File: src/rtl/sap1_pkg.sv
// Shared constants and types for the SAP-1 datapath: opcode values, default widths
// and the packed control word issued by the sequencer each T-state.
package sap1_pkg;

  localparam int DATA_W_DEF = 8;
  localparam int ADDR_W_DEF = 4;

  localparam logic [3:0] LDA  = 4'b0001;
  localparam logic [3:0] ADD  = 4'b0010;
  localparam logic [3:0] SUB  = 4'b0011;
  localparam logic [3:0] OUT  = 4'b0100;
  localparam logic [3:0] HALT = 4'b1111;

  typedef struct packed {
    logic cp;
    logic ep;
    logic mi;
    logic ro;
    logic ii;
    logic io;
    logic ai;
    logic ao;
    logic su;
    logic eu;
    logic bi;
    logic oi;
  } ctrl_word_t;

  // True when more than one bus source is enabled in the same control word.
  function automatic logic multi_drive(input ctrl_word_t c);
    logic [2:0] n;
    n = 3'(c.ep) + 3'(c.ro) + 3'(c.io) + 3'(c.ao) + 3'(c.eu);
    return n > 3'd1;
  endfunction

endpackage

File: src/rtl/sap1_ram.sv
// 2**ADDR_W x DATA_W program/data memory: asynchronous read, synchronous write.
module sap1_ram
  import sap1_pkg::*;
#(
  parameter int DATA_W = DATA_W_DEF,
  parameter int ADDR_W = ADDR_W_DEF
) (
  input  logic              clk,
  input  logic              we,
  input  logic [ADDR_W-1:0] waddr,
  input  logic [DATA_W-1:0] wdata,
  input  logic [ADDR_W-1:0] raddr,
  output logic [DATA_W-1:0] rdata
);

  logic [DATA_W-1:0] mem_q [2**ADDR_W];

  // NOTE: storage has no reset so it maps onto plain RAM; non-blocking write keeps
  // a same-cycle read returning the old word.
  always_ff @(posedge clk) begin
    if (we) mem_q[waddr] <= wdata;
  end

  assign rdata = mem_q[raddr];

endmodule

File: src/rtl/sap1_datapath.sv
// SAP-1 register/bus datapath executing one sequencer control word per clock.
// Optional macro SAP1_BUS_CHECK_EN adds a sticky bus_error output for bus contention.
module sap1_datapath
  import sap1_pkg::*;
#(
  parameter int DATA_W = DATA_W_DEF,
  parameter int ADDR_W = ADDR_W_DEF
) (
  input  logic              Clock,
  input  logic              Clear_n,
  input  logic              CP,
  input  logic              EP,
  input  logic              MI,
  input  logic              RO,
  input  logic              II,
  input  logic              IO,
  input  logic              AI,
  input  logic              AO,
  input  logic              SU,
  input  logic              EU,
  input  logic              BI,
  input  logic              OI,
  input  logic              HLT,
  input  logic              prog_we,
  input  logic [ADDR_W-1:0] prog_addr,
  input  logic [DATA_W-1:0] prog_data,
  output logic [3:0]        opcode,
  output logic [DATA_W-1:0] out_reg,
  output logic [DATA_W-1:0] bus,
`ifdef SAP1_BUS_CHECK_EN
  output logic              bus_error,
`endif
  output logic              carry,
  output logic              zero
);

  ctrl_word_t ctrl;
  assign ctrl = '{cp: CP, ep: EP, mi: MI, ro: RO, ii: II, io: IO,
                  ai: AI, ao: AO, su: SU, eu: EU, bi: BI, oi: OI};

  logic [ADDR_W-1:0] pc_q, pc_d, mar_q, mar_d;
  logic [DATA_W-1:0] ir_q, ir_d, a_q, a_d, b_q, b_d, out_q, out_d;
  logic              carry_q, carry_d, zero_q, zero_d;
  logic [DATA_W-1:0] ram_rdata, b_operand, alu_sum, bus_mux;
  logic              alu_carry;

  sap1_ram #(.DATA_W(DATA_W), .ADDR_W(ADDR_W)) u_ram (
    .clk   (Clock),
    .we    (prog_we),
    .waddr (prog_addr),
    .wdata (prog_data),
    .raddr (mar_q),
    .rdata (ram_rdata)
  );

  // Subtract is A + ~B + 1, so carry-out set means no borrow (A >= B).
  always_comb begin
    b_operand = ctrl.su ? ~b_q : b_q;
    {alu_carry, alu_sum} = {1'b0, a_q} + {1'b0, b_operand} + (DATA_W+1)'(ctrl.su);
  end

  // NOTE: every path assigns bus_mux via the leading default, so no latch is inferred.
  always_comb begin
    bus_mux = '0;
    if (ctrl.eu)      bus_mux = alu_sum;
    else if (ctrl.ao) bus_mux = a_q;
    else if (ctrl.ro) bus_mux = ram_rdata;
    else if (ctrl.io) bus_mux = DATA_W'(ir_q[ADDR_W-1:0]);
    else if (ctrl.ep) bus_mux = DATA_W'(pc_q);
  end

  always_comb begin
    pc_d    = pc_q;
    mar_d   = mar_q;
    ir_d    = ir_q;
    a_d     = a_q;
    b_d     = b_q;
    out_d   = out_q;
    carry_d = carry_q;
    zero_d  = zero_q;
    if (!HLT) begin
      if (ctrl.cp) pc_d  = pc_q + ADDR_W'(1);
      if (ctrl.mi) mar_d = bus_mux[ADDR_W-1:0];
      if (ctrl.ii) ir_d  = bus_mux;
      if (ctrl.ai) a_d   = bus_mux;
      if (ctrl.bi) b_d   = bus_mux;
      if (ctrl.oi) out_d = bus_mux;
      if (ctrl.eu && ctrl.ai) begin
        carry_d = alu_carry;
        zero_d  = (alu_sum == '0);
      end
    end
  end

  always_ff @(posedge Clock or negedge Clear_n) begin
    if (!Clear_n) begin
      pc_q    <= '0;
      mar_q   <= '0;
      ir_q    <= '0;
      a_q     <= '0;
      b_q     <= '0;
      out_q   <= '0;
      carry_q <= 1'b0;
      zero_q  <= 1'b0;
    end else begin
      pc_q    <= pc_d;
      mar_q   <= mar_d;
      ir_q    <= ir_d;
      a_q     <= a_d;
      b_q     <= b_d;
      out_q   <= out_d;
      carry_q <= carry_d;
      zero_q  <= zero_d;
    end
  end

`ifdef SAP1_BUS_CHECK_EN
  logic bus_err_q, bus_err_d;

  assign bus_err_d = bus_err_q | multi_drive(ctrl);

  always_ff @(posedge Clock or negedge Clear_n) begin
    if (!Clear_n) bus_err_q <= 1'b0;
    else          bus_err_q <= bus_err_d;
  end

  assign bus_error = bus_err_q;
`endif

  assign opcode  = ir_q[DATA_W-1 -: 4];
  assign out_reg = out_q;
  assign bus     = bus_mux;
  assign carry   = carry_q;
  assign zero    = zero_q;

endmodule
File: config.mk
export PLATFORM = sky130hd
export DESIGN_NAME = sap1_datapath
export DESIGN_NICKNAME = d
export VERILOG_FILES = /design/src/rtl/sap1_pkg.sv /design/src/rtl/sap1_ram.sv /design/src/rtl/sap1_datapath.sv
export SDC_FILE = /design/constraint.sdc
export NUM_CORES = 1
export LEC_CHECK = 0
export ABC_CLOCK_PERIOD_IN_PS = 5900
export CAP_MARGIN = 20
export CORE_MARGIN = 2
export CORE_UTILIZATION = 63
export DETAILED_ROUTE_END_ITERATION = 7
export GPL_ROUTABILITY_DRIVEN = 0
export PLACE_DENSITY = 0.83
export SYNTH_ARGS = -nofsm -noshare
export SYNTH_HDL_FRONTEND = slang
export SYNTH_HIERARCHICAL = 1
export SYNTH_SLANG_ARGS = --single-unit
File: constraint.sdc
create_clock -name Clock -period 5.9 [get_ports Clock]
set_input_delay 0.59 -clock Clock [delete_from_list [all_inputs] [get_ports Clock]]
set_output_delay 0.59 -clock Clock [all_outputs]
set_load 0.05 [all_outputs]
# After elaboration in Yosys (flattened, before gate mapping)
# Memory sizes are Yosys's and may differ from the RTL's.
# Cells that the tools add are included.
word_totals:
  ff_bits: 42
  mem_bits_rw: 128
  input_bits: 28
  out_inout_bits: 22
  word_cells: 31
  memories: 1
op_classes:
  add_sub_neg: 3
  mux: 8
  bitwise_logic: 2
  n_reduce_logical: 9
memory_table:
  columns: ["name", "depth", "word_bits", "read_ports", "rd_clocked_by_memory_dff", "write_ports", "line_no", "text"]
  rows:
  - ["u_ram.mem_q", 16, 8, 1, 0, 1, "sap1_ram.sv:16", "logic [DATA_W-1:0] mem_q [2**ADDR_W];"]
op_table:
  columns: ["op", "count"]
  rows:
  - ["$mux W8", 4]
  - ["$reduce_and A2 Y1", 7]
  - ["$add A8 B8 Y9", 1]
  - ["$add A9 B1 Y9", 1]
  - ["$logic_not A8 Y1", 1]
  - ["$mux W4", 2]
  - ["$not A8 Y8", 1]
  - ["$add A4 B1 Y4 const B", 1]
  - ["$mux W1", 2]
  - ["$logic_and A1 B1 Y1", 1]
  - ["$not A1 Y1", 1]

# Depth between registers and ports, before layout
depth:
  depth_word: 5
  ltp_mapped: 9
  ltp_nobuf: 8

# Hierarchy
# Netlist, hierarchy kept.
modules_own_cells:
  columns: ["mod", "instances", "cells_each", "area_each_um2", "seq_area_each_um2"]
  rows:
  - ["sap1_ram", 1, 221, 4987.3, 3843.7]
  - ["sap1_datapath", 1, 259, 2372.3, 1051.0]

# Least setup slack after synthesis
# No wires, ideal clock.
synth_path:
  path_type: "input -> output"
  startpoint: "in SU"
  endpoint: "out bus[6]"
  t_arrival_ps: 2416
  required_ps: 5310
  path_slack_ps: 2894
  stages: 9
  path_buffers: 2
  cell_sequence: "buf_6 -> xor2_1 -> ha_1 -> clkbuf_1 -> nor2_1 -> a2111oi_0 -> nand3_1 -> a21oi_1 -> inv_1"
synth_between:
  elab_chain_len: 4
synth_rtl:
  columns: ["element", "line_no", "text"]
  rows:
  - ["from (decl)", "sap1_datapath.sv:19", "input logic SU,"]
  - ["$mux W8", "sap1_datapath.sv:58", "b_operand = ctrl.su ? ~b_q : b_q;"]
  - ["$add A8 B8 Y9", "sap1_datapath.sv:59", "{alu_carry, alu_sum} = {1'b0, a_q} + {1'b0, b_operand} + (DATA_W+1)'(ctrl.su);"]
  - ["$add A9 B1 Y9 *", "sap1_datapath.sv:59", null]
  - ["$mux W8 *", "sap1_datapath.sv:65", "if (ctrl.eu) bus_mux = alu_sum;"]
  - ["to (decl)", "sap1_datapath.sv:29", "output logic [DATA_W-1:0] bus,"]
# Mark *: on every way between the ends. The rest lies on a longest branch, timed or not.

# Worst setup path in the final report
layout_path:
  startpoint: "reg mar_q[0]"
  endpoint: "out bus[0]"
layout_between:
  elab_chain_len: 4
layout_rtl:
  columns: ["element", "line_no", "text"]
  rows:
  - ["from (decl)", "sap1_datapath.sv:41", "logic [ADDR_W-1:0] pc_q, pc_d, mar_q, mar_d;"]
  - ["from (signal assigned)", "sap1_datapath.sv:107", "mar_q <= mar_d;"]
  - ["$mem_v2 Z16 W8", null, null]
  - ["via ram_rdata[0]", "sap1_datapath.sv:44", "logic [DATA_W-1:0] ram_rdata, b_operand, alu_sum, bus_mux;"]
  - ["$mux W8", "sap1_datapath.sv:67", "else if (ctrl.ro) bus_mux = ram_rdata;"]
  - ["$mux W8", "sap1_datapath.sv:66", "else if (ctrl.ao) bus_mux = a_q;"]
  - ["$mux W8", "sap1_datapath.sv:65", null]
# The timed path passes the listed nets, and every way through them passes these cells.

==> qor.txt <==
final worst-path cycle share: 78.7%
Initial DRC Count: 541
Die X: 112 um
drt first pass iters: 5
Net Count, Synth: 519
fin. max-slew vios: 0
NetSw: 1.61 mW
Initial Utilization: 64.5%
Pleak: 3.09 nW
dpl ws: 1.47 ns
skew final: 0.0104 ns
Reg with most FFs: u_ram/mem_q
Buf/Inv on CP: 3
via total after detailed routing: 4,442
clock latency on the worst-skew pair: 0.43 ns
Ys Warns: 6
slowest stage cell, crit path: clkdlybuf4s50_1
CP startpoint kind: flop
Num CTS Buffers: 17
Slew @ Worst Pin: 0.965 ns
placed cell count: 653
Max FO, Critical Path: 17
CP startpoint: mar_q[0]$_DFFE_PN0P_
reg-to-reg endpoint: b_q[0]$_DFFE_PN0P_
CTS clk-pin slew, worst paths: 0.06 ns
cts hold-fix bufs: 0
number of synthesized flops with an enable pin: 128
ANT cells: 0
Req. time, crit path: 5.31 ns
Finished Layout Cells: 685
Fin. Hold Viols: 0
RSZ-0062 raised after global routing: no
final antenna-violating net count: 0
Top FF cell, synth: edfxtp_1
Critical Path Sink Type: output pin
mux cell area share after synthesis: 11.1%
CTS resizes: 0
Netlist Area Pre-Place: 0.00736 mm^2
WP depth: 8
DR vias/cell: 6.48
P&R area growth vs syn: 14.8%
DRC: 0
clock sinks: 170
status: finished, final reports clean
CORE AREA: 0.0114 mm^2
Crit path max-delay family: buffers and inverters
Tmin final: 4.64 ns
CP Cell Sequence: buf_4 > mux4_1 > a22oi_1 > nand2_1 > a2111o_1 > o211ai_1 > inv_1 > clkdlybuf4s50_1
Internal: 2.57 mW
Final WS setup: 1.26 ns
count of different cell masters after synthesis: 54
initial antenna violation count: 0
WL final: 16.1 mm
switch share: 38.5%
r2r worst-path depth: 7
fillers: 677
sequential-to-total area share from yosys stat: 66.5%
HPWL Detailed: 10.3 mm
wire per inst: 23.5 um
share of layout cells above drive strength 1: 11.8%
postcts setup bufs: 0
Avg Cell Area, Syn: 15.3 um^2
reg-to-reg slack, setup: 2.72 ns
H-Tree Depth: 4
Synth Register Bits: 170
simple-gate share of the synthesized area: 7.80%
setup TNS: 0 ns
Worst EP arrival: 4.05 ns
largest net degree at the start of global routing: 43
Synth Area in Compound Gates: 8.02%
sequential share of power: 37.5%
final setup fails: 0
Post-Synth Adder-Cell Area: 1.97%
Comb pwr share: 37.9%
clock power share: 24.6%
total track usage: 27.4%
TritonCTS clock tree: done
PortBufs: 49
pwr dens: 494 mW/mm^2
I/O pins: 50
CTS max path bufs: 2
crit path to: bus[0]
Post-synth ARST share: 24.7%
CTS root buf: clkbuf_16
HP Class: input pin to async pin
Synth Instances: 480
first-pass GRT wire length: 25.1 mm
post-synthesis xor/xnor area fraction: 1.67%
gr ovfl total: 0
row cnt: 39
Rel. slew slack: 35.4%
highest cell delay on the worst timing path: 0.72 ns
vias in the first global route: 4,461
Post-layout nets: 568
die span in y: 112 um
worst ir drop on vdd: 0.455 mV
largest family of logic cells by synthesized area: multiplexers
r2r startpoint: mar_q[0]$_DFFE_PN0P_
Largest register FFs: 128
critical path class: flop to output pin
Fmax: 215 MHz
Max Cap Viol: 0
Die ar.: 0.0126 mm^2
==> cell families after synthesis <==
family                   Yosys count
flip-flops                       170
adder cells (fa/ha/maj)           11
buffers and inverters             38
XOR/XNOR                          14
AO/OA/AOI/OAI                     92
multiplexers                      36
AND/OR/NAND/NOR                  119
==> Yosys cell counts, types with 3 or more instances <==
cell | number | area (um^2)
nand3b_1 | 6 | 45.0
buf_2 | 3 | 15.0
o21ai_1 | 6 | 30.0
nor2b_1 | 7 | 43.8
nor2_1 | 17 | 63.8
nand2b_1 | 7 | 43.8
a22oi_1 | 18 | 135
clkbuf_1 | 10 | 37.5
buf_6 | 4 | 45.0
nand2_1 | 58 | 218
clkdlybuf4s25_2 | 3 | 30.0
a211oi_1 | 4 | 30.0
a21oi_1 | 10 | 50.1
nand4_1 | 4 | 25.0
buf_4 | 5 | 37.5
xnor2_1 | 3 | 26.3
dfrtp_1 | 42 | 1050
nor3_1 | 6 | 30.0
inv_1 | 13 | 48.8
and3b_1 | 4 | 35.0
xor2_1 | 11 | 96.3
o21ai_0 | 36 | 180
mux4_1 | 14 | 368
edfxtp_1 | 128 | 3840
nand3_1 | 3 | 15.0
mux4_2 | 18 | 405
ha_1 | 10 | 125
==> power groups by stage <==
stage	clock (mW)	combinational (mW)	sequential [mW]
2_1_floorplan	0	1.06	1.63
3_3_place_gp	0	1.49	1.58
3_5_place_dp	0	1.55	1.59
4_1_cts	1.04	1.56	1.56
5_1_grt	1.08	1.69	1.58
6_report	1.03	1.58	1.57
==> stage by stage <==
stage	hold slack, ns	power, mW	area, um^2	utilization, %
global route	0.369	4.36	8450	74.0
CTS	0.319	4.16	8450	74.0
detailed placement	0.474	3.13	7910	69.2
floorplan	0.294	2.69	7360	-
finish	0.293	4.17	8450	74.0
global placement	0.454	3.07	7900	69.2
==> cell type report <==
type / count / area [um^2] / share of cell area, %
Clock buffer: 18 / 429 / 5.08
Clock inverter: 14 / 116 / 1.38
Inverter: 13 / 48.8 / 0.577
Multi-Input combinational cell: 272 / 2250 / 26.6
Sequential cell: 170 / 4900 / 57.9
Tap cell: 143 / 179 / 2.12
Timing Repair Buffer: 55 / 531 / 6.28
==> worst reg2reg max path, cell delays in order, from the launching register on <==
cell	delay, ns
dfrtp_2	0.71
buf_4	0.42
mux4_1	0.62
a22oi_1	0.19
nand2_1	0.08
a2111o_1	0.42
o211ai_1	0.37
o21ai_0	0.22
==> layer usage <==
layer,part of all wire [%],GRT usage [%],vias up
li1,-,-,1958
met1,38,34.7,2226
met3,7.4,8.26,25
met4,1.9,9.19,0
met2,52,45.9,233
met5,0,0,-
==> cells in the final DEF (no fill, tap or decap), types with 2 or more instances in the layout <==
cell / Yosys / layout
buf_4: 5 / 6
mux4_2: 18 / 18
xnor2_1: 3 / 3
mux4_1: 14 / 14
clkinv_2: 0 / 3
o31ai_1: 2 / 2
ha_1: 10 / 10
clkinv_4: 0 / 2
a21oi_1: 10 / 10
nand3_1: 3 / 3
nor2_1: 17 / 17
clkdlybuf4s50_1: 0 / 48
a211oi_1: 4 / 4
o21ai_1: 6 / 6
inv_1: 13 / 13
a22oi_1: 18 / 18
inv_6: 0 / 3
nand2_1: 58 / 58
dfrtp_1: 42 / 41
clkbuf_16: 0 / 17
nand2b_1: 7 / 7
xor2_1: 11 / 11
nand4_1: 4 / 4
nor2b_1: 7 / 7
a21o_1: 2 / 2
edfxtp_1: 128 / 128
and3b_1: 4 / 4
mux2i_1: 2 / 2
clkinvlp_4: 0 / 2
nand3b_1: 6 / 6
inv_8: 0 / 2
nor3_1: 6 / 6
o21ai_0: 36 / 36
==> worst min path at each step <==
stage,startpoint,to,cells after the start
global route,Clear_n,a_q[3]$_DFFE_PN0P_,1
detailed placement,ir_q[0]$_DFFE_PN0P_,ir_q[0]$_DFFE_PN0P_,2
CTS,Clear_n,ir_q[1]$_DFFE_PN0P_,1
floorplan,Clear_n,a_q[0]$_DFFE_PN0P_,0
finish,Clear_n,a_q[3]$_DFFE_PN0P_,1
global placement,pc_q[3]$_DFFE_PN0P_,pc_q[3]$_DFFE_PN0P_,1
Note: power is estimated with default switching activity, not from simulation.
